## src/rtl/ctrl_tx_pkg.sv

```systemverilog
// ctrl_tx_pkg: shared types and constants for the transmit-side controller.
//   state_e   - FSM state encoding (IDLE, LOAD, SEND, WAIT_FREE)
//   src_e     - frame source (register read or ALU result)
//   ALU_BYTES - bytes per ALU frame for the default widths
// Optional feature macro used by the design: CTRL_TX_CHKSUM_EN.
package ctrl_tx_pkg;

  localparam int unsigned DEF_WIDTH = 8;
  localparam int unsigned DEF_ALU_W = 2 * DEF_WIDTH;
  localparam int unsigned ALU_BYTES = DEF_ALU_W / DEF_WIDTH;

  typedef enum logic [1:0] {
    IDLE      = 2'b00,
    LOAD      = 2'b01,
    SEND      = 2'b10,
    WAIT_FREE = 2'b11
  } state_e;

  typedef enum logic {
    SRC_RD  = 1'b0,
    SRC_ALU = 1'b1
  } src_e;

endpackage

```

## src/rtl/ctrl_tx_if.sv

```systemverilog
// ctrl_tx_if: bundles the source strobes, UART TX handshake and status outputs.
//   master - the controller side (consumes source data and TX_BUSY, drives the TX byte)
//   slave  - the environment side (register file, ALU and UART TX)
// Signals: RdData/RdData_VLD, ALU_OUT/ALU_OUT_VLD, TX_BUSY, TX_P_DATA, TX_D_VLD,
//          clk_div_en, overrun.
interface ctrl_tx_if
  import ctrl_tx_pkg::*;
#(
  parameter int unsigned WIDTH = DEF_WIDTH,
  parameter int unsigned ALU_W = DEF_ALU_W
);

  logic [WIDTH-1:0] RdData;
  logic             RdData_VLD;
  logic [ALU_W-1:0] ALU_OUT;
  logic             ALU_OUT_VLD;
  logic             TX_BUSY;
  logic [WIDTH-1:0] TX_P_DATA;
  logic             TX_D_VLD;
  logic             clk_div_en;
  logic             overrun;

  modport master (
    input  RdData, RdData_VLD, ALU_OUT, ALU_OUT_VLD, TX_BUSY,
    output TX_P_DATA, TX_D_VLD, clk_div_en, overrun
  );

  modport slave (
    output RdData, RdData_VLD, ALU_OUT, ALU_OUT_VLD, TX_BUSY,
    input  TX_P_DATA, TX_D_VLD, clk_div_en, overrun
  );

endinterface

```

## src/rtl/ctrl_tx_slot.sv

```systemverilog
// ctrl_tx_slot: one-deep holding register with full flag.
//   CLK, RST  - clock, asynchronous active-low reset
//   load, din - 1-cycle strobe and its data
//   clr       - frame finished; frees the slot (a same-cycle load refills it)
//   dout      - held data
//   full      - slot occupied
//   overrun   - registered 1-cycle pulse: a load arrived while the slot stayed full
module ctrl_tx_slot #(
  parameter int unsigned WIDTH = 8
) (
  input  logic             CLK,
  input  logic             RST,
  input  logic             load,
  input  logic [WIDTH-1:0] din,
  input  logic             clr,
  output logic [WIDTH-1:0] dout,
  output logic             full,
  output logic             overrun
);

  logic [WIDTH-1:0] data_q, data_d;
  logic             full_q, full_d;
  logic             ovr_q, ovr_d;
  logic             free;

  always_comb begin
    // A slot being cleared this cycle counts as free for an incoming strobe.
    free   = ~full_q | clr;
    data_d = data_q;
    full_d = full_q;
    ovr_d  = 1'b0;
    if (load && free) begin
      data_d = din;
      full_d = 1'b1;
    end else if (clr) begin
      full_d = 1'b0;
    end
    if (load && !free) begin
      ovr_d = 1'b1;
    end
  end

  always_ff @(posedge CLK or negedge RST) begin
    if (!RST) begin
      data_q <= '0;
      full_q <= 1'b0;
      ovr_q  <= 1'b0;
    end else begin
      data_q <= data_d;
      full_q <= full_d;
      ovr_q  <= ovr_d;
    end
  end

  assign dout    = data_q;
  assign full    = full_q;
  assign overrun = ovr_q;

endmodule

```

## src/rtl/ctrl_tx.sv

```systemverilog
// ctrl_tx: transmit-side controller. Buffers register-read data and ALU results one-deep
// and serialises them, LSB byte first, to the UART TX over a valid/busy handshake.
//   CLK  - system clock, rising edge
//   RST  - asynchronous active-low reset
//   bus  - ctrl_tx_if master: RdData/RdData_VLD, ALU_OUT/ALU_OUT_VLD, TX_BUSY in;
//          TX_P_DATA, TX_D_VLD, clk_div_en, overrun out
// Build option: define CTRL_TX_CHKSUM_EN to append an XOR checksum byte to every frame.
module ctrl_tx
  import ctrl_tx_pkg::*;
#(
  parameter int unsigned WIDTH = DEF_WIDTH,
  parameter int unsigned ALU_W = DEF_ALU_W
) (
  input logic        CLK,
  input logic        RST,
  ctrl_tx_if.master  bus
);

  localparam int unsigned NBYTES = ALU_W / WIDTH;
`ifdef CTRL_TX_CHKSUM_EN
  localparam int unsigned EXTRA = 1;
`else
  localparam int unsigned EXTRA = 0;
`endif
  localparam int unsigned IDX_W = $clog2(NBYTES + 1);

  // Holding slots
  logic             rd_full, alu_full;
  logic             rd_clr, alu_clr;
  logic             rd_ovr, alu_ovr;
  logic [WIDTH-1:0] rd_data;
  logic [ALU_W-1:0] alu_data;

  ctrl_tx_slot #(.WIDTH(WIDTH)) u_rd_slot (
    .CLK     (CLK),
    .RST     (RST),
    .load    (bus.RdData_VLD),
    .din     (bus.RdData),
    .clr     (rd_clr),
    .dout    (rd_data),
    .full    (rd_full),
    .overrun (rd_ovr)
  );

  ctrl_tx_slot #(.WIDTH(ALU_W)) u_alu_slot (
    .CLK     (CLK),
    .RST     (RST),
    .load    (bus.ALU_OUT_VLD),
    .din     (bus.ALU_OUT),
    .clr     (alu_clr),
    .dout    (alu_data),
    .full    (alu_full),
    .overrun (alu_ovr)
  );

  // FSM and output registers
  state_e           state_q, state_d;
  src_e             src_q, src_d;
  logic [IDX_W-1:0] idx_q, idx_d;
  logic [WIDTH-1:0] tx_data_q, tx_data_d;
  logic             tx_vld_q, tx_vld_d;
  logic             div_en_q;

  logic [WIDTH-1:0] alu_byte, payload_byte, cur_byte;
  logic [IDX_W-1:0] frame_last;

  always_comb begin
    alu_byte = '0;
    for (int i = 0; i < NBYTES; i++) begin
      if (idx_q == IDX_W'(i)) begin
        alu_byte = alu_data[i*WIDTH +: WIDTH];
      end
    end
  end

  assign payload_byte = (src_q == SRC_ALU) ? alu_byte : rd_data;
  assign frame_last   = (src_q == SRC_ALU) ? IDX_W'(NBYTES - 1 + EXTRA) : IDX_W'(EXTRA);

`ifdef CTRL_TX_CHKSUM_EN
  logic [WIDTH-1:0] chk;

  always_comb begin
    chk = '0;
    if (src_q == SRC_ALU) begin
      for (int i = 0; i < NBYTES; i++) begin
        chk = chk ^ alu_data[i*WIDTH +: WIDTH];
      end
    end else begin
      chk = rd_data;
    end
  end

  // The final index of every frame carries the checksum instead of payload.
  assign cur_byte = (idx_q == frame_last) ? chk : payload_byte;
`else
  assign cur_byte = payload_byte;
`endif

  always_comb begin
    state_d   = state_q;
    src_d     = src_q;
    idx_d     = idx_q;
    tx_data_d = tx_data_q;
    tx_vld_d  = tx_vld_q;
    rd_clr    = 1'b0;
    alu_clr   = 1'b0;
    unique case (state_q)
      IDLE: begin
        if (alu_full) begin
          src_d   = SRC_ALU;
          idx_d   = '0;
          state_d = LOAD;
        end else if (rd_full) begin
          src_d   = SRC_RD;
          idx_d   = '0;
          state_d = LOAD;
        end
      end
      LOAD: begin
        tx_data_d = cur_byte;
        tx_vld_d  = 1'b1;
        state_d   = SEND;
      end
      SEND: begin
        if (bus.TX_BUSY) begin
          tx_vld_d = 1'b0;
          state_d  = WAIT_FREE;
        end
      end
      WAIT_FREE: begin
        if (!bus.TX_BUSY) begin
          if (idx_q == frame_last) begin
            rd_clr  = (src_q == SRC_RD);
            alu_clr = (src_q == SRC_ALU);
            state_d = IDLE;
          end else begin
            idx_d   = idx_q + 1'b1;
            state_d = LOAD;
          end
        end
      end
      default: state_d = IDLE;
    endcase
  end

  always_ff @(posedge CLK or negedge RST) begin
    if (!RST) begin
      state_q   <= IDLE;
      src_q     <= SRC_RD;
      idx_q     <= '0;
      tx_data_q <= '0;
      tx_vld_q  <= 1'b0;
      div_en_q  <= 1'b0;
    end else begin
      state_q   <= state_d;
      src_q     <= src_d;
      idx_q     <= idx_d;
      tx_data_q <= tx_data_d;
      tx_vld_q  <= tx_vld_d;
      div_en_q  <= 1'b1;
    end
  end

  assign bus.TX_P_DATA  = tx_data_q;
  assign bus.TX_D_VLD   = tx_vld_q;
  assign bus.clk_div_en = div_en_q;
  assign bus.overrun    = rd_ovr | alu_ovr;

endmodule

```

## src/flat_wrapper.sv

```systemverilog
// flat-port wrapper written by rule: the top's interface ports become plain ports
module ctrl_tx_flat import ctrl_tx_pkg::*;
#(
  parameter int unsigned WIDTH = DEF_WIDTH,
  parameter int unsigned ALU_W = DEF_ALU_W
)
  (CLK, RST, bus_RdData, bus_RdData_VLD, bus_ALU_OUT, bus_ALU_OUT_VLD, bus_TX_BUSY, bus_TX_P_DATA, bus_TX_D_VLD, bus_clk_div_en, bus_overrun);
  ctrl_tx_if #(.WIDTH(WIDTH), .ALU_W(ALU_W)) bus_i ();
  input logic CLK;
  input logic RST;
  input wire logic [$bits(bus_i.RdData)-1:0] bus_RdData;
  input wire logic [$bits(bus_i.RdData_VLD)-1:0] bus_RdData_VLD;
  input wire logic [$bits(bus_i.ALU_OUT)-1:0] bus_ALU_OUT;
  input wire logic [$bits(bus_i.ALU_OUT_VLD)-1:0] bus_ALU_OUT_VLD;
  input wire logic [$bits(bus_i.TX_BUSY)-1:0] bus_TX_BUSY;
  output wire logic [$bits(bus_i.TX_P_DATA)-1:0] bus_TX_P_DATA;
  output wire logic [$bits(bus_i.TX_D_VLD)-1:0] bus_TX_D_VLD;
  output wire logic [$bits(bus_i.clk_div_en)-1:0] bus_clk_div_en;
  output wire logic [$bits(bus_i.overrun)-1:0] bus_overrun;
  assign bus_i.RdData = bus_RdData;
  assign bus_i.RdData_VLD = bus_RdData_VLD;
  assign bus_i.ALU_OUT = bus_ALU_OUT;
  assign bus_i.ALU_OUT_VLD = bus_ALU_OUT_VLD;
  assign bus_i.TX_BUSY = bus_TX_BUSY;
  assign bus_TX_P_DATA = bus_i.TX_P_DATA;
  assign bus_TX_D_VLD = bus_i.TX_D_VLD;
  assign bus_clk_div_en = bus_i.clk_div_en;
  assign bus_overrun = bus_i.overrun;
  ctrl_tx #(.WIDTH(WIDTH), .ALU_W(ALU_W)) u_core (.CLK(CLK), .RST(RST), .bus(bus_i));
endmodule
```

## config.mk

```make
export PLATFORM = sky130hd
export DESIGN_NAME = ctrl_tx_flat
export DESIGN_NICKNAME = d
export VERILOG_FILES = /design/src/rtl/ctrl_tx_pkg.sv /design/src/rtl/ctrl_tx_if.sv /design/src/rtl/ctrl_tx_slot.sv /design/src/rtl/ctrl_tx.sv /design/src/flat_wrapper.sv
export SDC_FILE = /design/constraint.sdc
export NUM_CORES = 1
export LEC_CHECK = 0
export CORE_UTILIZATION = 51
export DETAILED_ROUTE_END_ITERATION = 16
export HOLD_SLACK_MARGIN = 0.05
export PLACE_DENSITY = 0.87
export SLEW_MARGIN = 20
export SYNTH_ARGS = -nofsm -noshare
export SYNTH_HDL_FRONTEND = slang
export SYNTH_SLANG_ARGS = --single-unit
```

## constraint.sdc

```tcl
create_clock -name CLK -period 2.6 [get_ports CLK]
set_clock_uncertainty 0.1 [all_clocks]
set_input_delay 0.52 -clock CLK [delete_from_list [all_inputs] [get_ports CLK]]
set_output_delay 0.52 -clock CLK [all_outputs]
set_load 0.005 [all_outputs]
```

=== After elaboration in Yosys (flattened, before gate mapping) ===
Cells that the tools add are included.

* Multiplexer cells: 31
* Add/subtract/negate cells: 1
* Bitwise operators: 6
* Equality and inequality tests: 9
* Reductions and logical operators: 17

{| class="wikitable"
|+ Operator list
! cell !! count
|-
| $mux W8 || 3
|-
| $mux W1 || 17
|-
| $mux W2 || 8
|-
| $reduce_bool A2 Y1 || 5
|-
| $pmux W2 S4 || 1
|-
| $ne A2 B2 Y1 const B || 3
|-
| $eq A2 B1 Y1 const B || 2
|-
| $eq A2 B2 Y1 const B || 2
|-
| $logic_and A1 B1 Y1 || 4
|-
| $logic_not A2 Y1 || 2
|-
| $pmux W2 S2 || 1
|-
| $reduce_and A2 Y1 || 2
|-
| $reduce_and A4 Y1 || 1
|-
| $ne A3 B3 Y1 const B || 1
|-
| $not A1 Y1 || 3
|-
| $or A1 B1 Y1 || 3
|-
| $reduce_and A3 Y1 || 1
|-
| $add A2 B1 Y2 const B || 1
|-
| $eq A2 B2 Y1 || 1
|-
| $logic_not A1 Y1 || 2
|-
| $pmux W1 S2 || 1
|}

* Register bits: 43
* Input port bits: 29
* Logic and storage cells: 76

=== Depth between registers and ports, before layout ===
Gate-level depths: netlist of run 1.

* Depth in word-level cells: 9
* Depth in mapped cells: 7
* Depth with buffers taken out: 6

=== Cells and area by module ===
From an unflattened synthesis of run 1, not the netlist that was laid out.

* Cell total of the unflattened synthesis: 160
* Area, all modules: 2055.7 um^2

{| class="wikitable"
|+ By module, submodules not included
! module !! seq. area each (um^2) !! cells an instance !! area an instance (um^2) !! times used
|-
| ctrl_tx || 375.4 || 97 || 924.6 || 1
|-
| ctrl_tx_slot (u_core.u_alu_slot) || 450.4 || 40 || 724.4 || 1
|-
| ctrl_tx_slot (u_core.u_rd_slot) || 250.2 || 23 || 406.6 || 1
|}

=== Least setup slack after synthesis of run 1 ===
No wires, ideal clock.

* Path type: reg-to-reg
* From: reg u_core.state_q[1]
* To: reg u_core.u_alu_slot.data_q[10], in the netlist u_core.u_alu_slot.dout[10]
* Slack: 0.605 ns
* Setup time: 0.125 ns
* Cell stages (with the launch flop): 8
* Arrival time: 1.769 ns
* Period minus slack after synthesis: 1.995 ns
* Data required time: 2.375 ns
* Cell sequence: dfrtp_1 > ha_1 > buf_6 > or3b_4 > o21ai_4 > nand2_4 > buf_12 > mux2_4

* Longest elaborated chain between the ends: 4

{| class="wikitable"
|+ Ends and longest elaborated chain
! item !! RTL line !! RTL
|-
| from (decl) || ctrl_tx.sv:57 || <nowiki>state_e state_q, state_d;</nowiki>
|-
| from (signal assigned) || ctrl_tx.sv:155 || <nowiki>state_q <= state_d;</nowiki>
|-
| $eq A2 B2 Y1 || ctrl_tx.sv:107 || <nowiki>unique case (state_q)</nowiki>
|-
| $mux W1 || ctrl_tx.sv:107 ||
|-
| $or A1 B1 Y1 || ctrl_tx_slot.sv:28 || <nowiki>free = ~full_q | clr;</nowiki>
|-
| $logic_and A1 B1 Y1 || ctrl_tx_slot.sv:32 || <nowiki>if (load && free) begin</nowiki>
|-
| to (signal assigned) || ctrl_tx_slot.sv:49 || <nowiki>data_q <= data_d;</nowiki>
|-
| to (decl) || ctrl_tx_slot.sv:21 || <nowiki>logic [WIDTH-1:0] data_q, data_d;</nowiki>
|}

No other way between the ends.
A chain may end at the register's enable or synchronous reset.

=== Worst setup path after layout of run 1 ===
* From: reg u_core.state_q[1]
* To: reg u_core.u_alu_slot.data_q[8], in the netlist u_core.u_alu_slot.dout[8]

Same word-level chain as after synthesis.

==> results.toml, run 1 <==
[layout]
seq_area_mm2 = 0.00108
diodes = 0
multi_input_area_um2 = 841
nets = 253
fillers = 307
drive_above_1_share_pct = 19.2
area_growth_pct = 24.8

[clocking]
clockRootBuffer = "clkbuf_8"
cts_made_buffers = 5
clock-sinks = 43
path_clk_slew_ns = 0.08
cts_tree = "done"
postCtsResizedCells = 0
cts_htree_levels = 2
worstSkewPairLatency_ns = 0.30
post_cts_buffers = 0
cts_buffer_depth = 2
cts_hold_buf = 0

[critical_path]
worst_r2r_path_depth = 5
crit_slowest_cell = "or3b_4"
path_class = "flip-flop to flip-flop"
rrSetupSlack_ns = 0.41
crit_chain = "ha_1, or3b_4, o21ai_4, nand2_4, mux2_4"
start_kind = "flip-flop"
cp.required_ns = 2.69
critPathMaxStageDelay_ns = 0.46
reg2reg_to = "u_core.u_alu_slot.dout[8]"
r2r_start = "u_core.state_q[1]"
critPathArrivalTime_ns = 2.28
critPathCaptureType = "flip-flop"
crit_fanout = 16

[placement]
hpwl_mm = 2.86
port_buffers = 39
gp_congestion = 0.832

[detailed_routing]
wl_per_cell_um = 14.7
drc = 0
viasPerCell = 5.28
dr_total_vias = 1409
routed_wl_mm = 3.93
dr.pass1.iters = 4
drtIter0Drc = 67
ant_nets = 0

[logic_synthesis]
synth_area_mm2 = 0.00203
ys_warn_count = 0
netlist.area_leader.share_pct = 53.1
ys_ff_latch = 43
ys_types = 31
synth_commonest_cells = "dfrtp_1, nand2_1, inv_1"
async_flop_share_pct = 100
mappedNetlistNets = 211
syn_inst = 176
synth_edf_count = 0
avgSynthCellArea_um2 = 11.5
synthFlopType = "dfrtp_1"
synth_most_common_cell = "dfrtp_1"
yosysTopAreaCell = "dfrtp_1"
seq_area_frac_synth_pct = 53.1
synthTopCellsByArea = "dfrtp_1, mux2_2, mux2_4"

[power_and_ir_drop]
leakagePower_uw = 0.00116
p_switching_uw = 977
p_sw_share_pct = 35.4
power_frac_seq_pct = 43.4
peakVddDrop_mv = 0.560
p_clk_share_pct = 15.0
power_density_mw_per_mm2 = 1090
intPower_uw = 1780
p_comb_share_pct = 41.7

[global_route]
grt_pass1_vias = 1423
grt_pass1_wl_mm = 6.69
track_usage_pct = 21.6
grt_overflow = 0
grt_antenna_before_repair = 0
grt_max_degree = 30

[die]
num_rows = 22
start_util_pct = 54.1
core_area_mm2 = 0.00374
die_h_um = 65.0
io_pins = 40
dieArea_mm2 = 0.00423
chipWidth_um = 65.0

[sta]
setup_violations = 0
fmax_mhz = 457
tns_ns = 0
slew_headroom_pct = 57.6
tightest_slew_ns = 0.636
drv_slew = 0
rsz0062_at_grt = "false"
finalCritPeriodShare_pct = 84.2
holdWs_ns = 0.135
period_needed_ns = 2.19
hold_violations = 0

[worst_hold_path]
hold_class = "input pin to async pin"

[flow_run]
maxCapViolCount = 0

[outcome]
run_status = "finished clean"
stage by stage:
| step | util (%) | setup slack (ns) | power (uW) | instances | cell area, um^2 |
|---|---|---|---|---|---|
| after global placement | 65.4 | 0.279 | 2290 | 259 | 2450 |
| after floorplan | - | 0.605 | 1960 | 176 | 2030 |
| after CTS | 67.6 | 0.425 | 2770 | 267 | 2530 |
| final | 67.6 | 0.411 | 2760 | 267 | 2530 |
| after global routing | 67.6 | 0.346 | 2980 | 267 | 2530 |
| after detailed placement | 65.4 | 0.262 | 2350 | 259 | 2450 |
cells by family (layout without fill, tap and decap cells):
| group | count (synthesis) | after routing | share of synthesized area (%) |
|---|---|---|---|
| adders and majority gates | 6 | 6 | 3.70 |
| and+or+nand+nor | 37 | 37 | 8.40 |
| DFF | 43 | 43 | 53.1 |
| buffers and inverters | 23 | 66 | 5.43 |
| xor gates and xnor gates | 1 | 1 | 0.432 |
| muxes | 24 | 24 | 15.2 |
| other | 1 | 1 | 0.185 |
| AOI/OAI and AO/OA | 41 | 41 | 13.6 |
sequential cells by signal, indices dropped and copies added, names as in the netlist:
name                       cells
u_core.u_rd_slot.full          1
u_core.state_q                 2
u_core.bus.TX_P_DATA           8
u_core.src_q                   1
u_core.u_alu_slot.dout        16
u_core.u_alu_slot.overrun      1
u_core.idx_q                   2
u_core.bus.clk_div_en          1
u_core.u_rd_slot.overrun       1
u_core.u_alu_slot.full         1
u_core.bus.TX_D_VLD            1
u_core.u_rd_slot.dout          8
worst max-delay path, delay by kind of cell, from the launching register on:
kind	cells	cell delay, ns
simple gates	2	0.65
flops	1	0.41
fa+ha+maj	1	0.35
mux	1	0.34
compound gates	1	0.21
placed cells by master, fill, tap and decap left out, drive strengths merged, types with 5 or more instances in the layout:
| cell | instances |
|---|---|
| a21oi | 9 |
| o21ai | 13 |
| o22ai | 10 |
| nor2 | 6 |
| inv | 15 |
| clkdlybuf4s50 | 38 |
| ha | 6 |
| dfrtp | 43 |
| buf | 5 |
| mux2 | 24 |
| clkbuf | 7 |
| nand2 | 25 |
layout make-up:
cell class,count,area share [%]
Inverter,15,2.23
Timing Repair Buffer,43,16.4
Multi-Input combinational cell,110,33.2
Clock buffer,7,3.02
Sequential cell,43,42.5
Tap cell,48,2.37
Clock inverter,1,0.198
power by group through the flow:
stage          logic, uW  clock network, uW  registers (uW)
6_report            1150                413            1200
5_1_grt             1290                455            1230
4_1_cts             1160                421            1190
3_5_place_dp        1150                  0            1200
3_3_place_gp        1100                  0            1190
2_1_floorplan        837                  0            1120
layer usage:
metal / GRT usage [%] / share of wire [%] / vias up
met2: 34.4 / 48 / 43
met1: 28.7 / 46 / 678
li1: - / - / 685
met4: 5.71 / 0.76 / 0
met3: 6.34 / 4.8 / 3
met5: 0 / 0 / -
worst max-delay path by stage:
stage	end	slack, ns	cells after the start	from
after global placement	u_core.u_alu_slot.dout[8]	0.28	5	bus_TX_BUSY
final	u_core.u_alu_slot.dout[8]	0.41	5	u_core.state_q[1]
after CTS	u_core.u_alu_slot.dout[12]	0.42	5	u_core.state_q[1]
after detailed placement	u_core.u_alu_slot.dout[3]	0.26	5	bus_TX_BUSY
after floorplan	u_core.u_alu_slot.dout[10]	0.61	7	u_core.state_q[1]
after global routing	u_core.u_alu_slot.dout[3]	0.35	5	u_core.state_q[1]
(Power assumes the default switching activity.)
==> inputs of run 2 (changes only) <==
- CORE_UTILIZATION: 51 -> 46
- PLACE_DENSITY: 0.87 -> 0.83
- clock period: 2.6 -> 1.85 ns (I/O delays scaled with it)
==> results.toml, run 2 (synthesized netlist as in run 1, its figures left out) <==
[outcome]
run_status = "finished clean"

[critical_path]
start_kind = "flip-flop"
crit_fanout = 16
crit_buf_inv = 0
crit_slowest_cell = "or3b_4"
worst_r2r_path_depth = 5
crit_chain = "ha_1, or3b_4, o21ai_4, nand2_8, mux2_4"
r2r_start = "u_core.state_q[0]"
rrSetupSlack_ns = 0.009
cp.required_ns = 1.92
path_delay_family = "simple AND/OR/NAND/NOR gates"
reg2reg_to = "u_core.u_alu_slot.dout[10]"
critPathCaptureType = "flip-flop"
critPathArrivalTime_ns = 1.92
path_class = "flip-flop to flip-flop"
critPathMaxStageDelay_ns = 0.42

[die]
die_h_um = 68.4
core_area_mm2 = 0.00412
start_util_pct = 49.3
io_pins = 40
chipWidth_um = 68.4
num_rows = 23
dieArea_mm2 = 0.00468

[global_route]
grt_pass1_wl_mm = 6.24
grt_overflow = 0
grt-busiest-layer = "met2"
track_usage_pct = 18.2
groute.layer.met2.usage_pct = 28.4
grt_max_degree = 24
grt_antenna_before_repair = 0
grt_util_met3_pct = 3.50
grt_use_met1_pct = 24.7
grt_pass1_vias = 1408

[placement]
gp_congestion = 0.845
hpwl_mm = 2.85
place_area_mm2 = 0.00253
port_buffers = 39

[flow_run]
maxCapViolCount = 0

[layout]
drive_above_1_share_pct = 23.6
final_cell_mix = "dfrtp_1, clkdlybuf4s50_1, nand2_1, inv_1, mux2_2"
multi_input_area_um2 = 863
fillers = 316
diodes = 0
area_growth_pct = 32.0
seq_area_mm2 = 0.00108
nets = 264
largest_reg_flops = 16
layout_commonest_cell = "dfrtp_1"
fin_area_mm2 = 0.00268

[worst_hold_path]
hold_class = "flip-flop to flip-flop"
worstHoldPathCells = 1
worstHoldStart = "u_core.u_rd_slot.dout[7]"
holdPathEnd = "u_core.u_rd_slot.dout[7]"

[sta]
rsz0062_at_grt = "true"
hold_violations = 0
fmax_mhz = 543
drv_slew = 0
setup_violations = 0
tns_ns = 0
finalCritPeriodShare_pct = 99.5
period_needed_ns = 1.84

[detailed_routing]
ant_nets = 0
drc = 0
routed_wl_mm = 3.83
wl_per_cell_um = 13.7
viasPerCell = 5.15
dr.pass1.iters = 4
dr_total_vias = 1438
drtIter0Drc = 86

[clocking]
cts_tree = "done"
cts_buffer_depth = 2
clock-sinks = 43
cts_htree_levels = 2
path_clk_slew_ns = 0.07
clockRootBuffer = "clkbuf_8"
cts_made_buffers = 5
worstSkewPairLatency_ns = 0.29

[power_and_ir_drop]
power_density_mw_per_mm2 = 1550
peakVddDrop_mv = 0.619
leakagePower_uw = 0.00124
-- run 2: cell type report --
cell class              count  area share, %
well taps                  50           2.34
clock inverters             1           1.12
multi-input cells         110           32.3
clock buffers               6           2.71
repair buffers             54           19.3
inverters                  15           2.10
flip-flops and latches     43           40.2
-- run 2: stage by stage --
stage	power (uW)	util, %	hold slack [ns]	cells	setup slack, ns
2_1_floorplan	2760	-	-0.0256	176	-0.120
3_3_place_gp	3340	61.5	0.260	270	-0.298
3_5_place_dp	3420	61.5	0.264	270	-0.307
4_1_cts	4140	64.6	0.414	278	-0.00101
5_1_grt	4450	65.0	0.438	279	-0.0427
6_report	4140	65.0	0.410	279	0.00877
-- run 2: how the worst max path moves through the flow --
stage	startpoint	cells past startpoint	slack [ns]	to
after detailed placement	bus_TX_BUSY	5	-0.31	u_core.u_alu_slot.dout[4]
after floorplan	u_core.state_q[1]	7	-0.12	u_core.u_alu_slot.dout[10]
after CTS	u_core.state_q[0]	5	-0.001	u_core.u_alu_slot.dout[10]
after global routing	u_core.state_q[1]	5	-0.04	u_core.u_alu_slot.dout[10]
after global placement	bus_TX_BUSY	5	-0.30	u_core.u_alu_slot.dout[3]
final	u_core.state_q[0]	5	0.009	u_core.u_alu_slot.dout[10]
-- run 2: repair_timing --
| action | CTS | global route |
|---|---|---|
| buffers inserted | 0 | 1 |
| resized for setup | 2 | 3 |
| hold endpoints to repair | 20 | 0 |
| hold buffers | 1 | 0 |
| endpoints found under the setup margin | 18 | 32 |
-- run 2: worst reg2reg max path: stages, from the launching register on --
cell and delay, ns:
dfrtp_1 0.35, ha_1 0.17, or3b_4 0.42, o21ai_4 0.21
nand2_8 0.15, mux2_4 0.33
-- run 2: power breakdown --
group | switching (uW) | internal (uW) | total (uW)
sequential | 270 | 1360 | 1630
clock | 292 | 395 | 687
combinational | 812 | 1010 | 1830
-- run 2: routing by layer --
metal | routed length (um) | up-vias | share of wire [%]
met1 | 1820 | 685 | 48
met2 | 1770 | 44 | 46
met5 | 0 | - | 0
met4 | 56 | 0 | 1.5
met3 | 180 | 6 | 4.7
li1 | - | 703 | -
==> inputs of run 3 (changes only) <==
- CAP_MARGIN: default -> 0
==> results of run 3 <==
The final DEF is identical to that of run 2; final timing and power are the same.
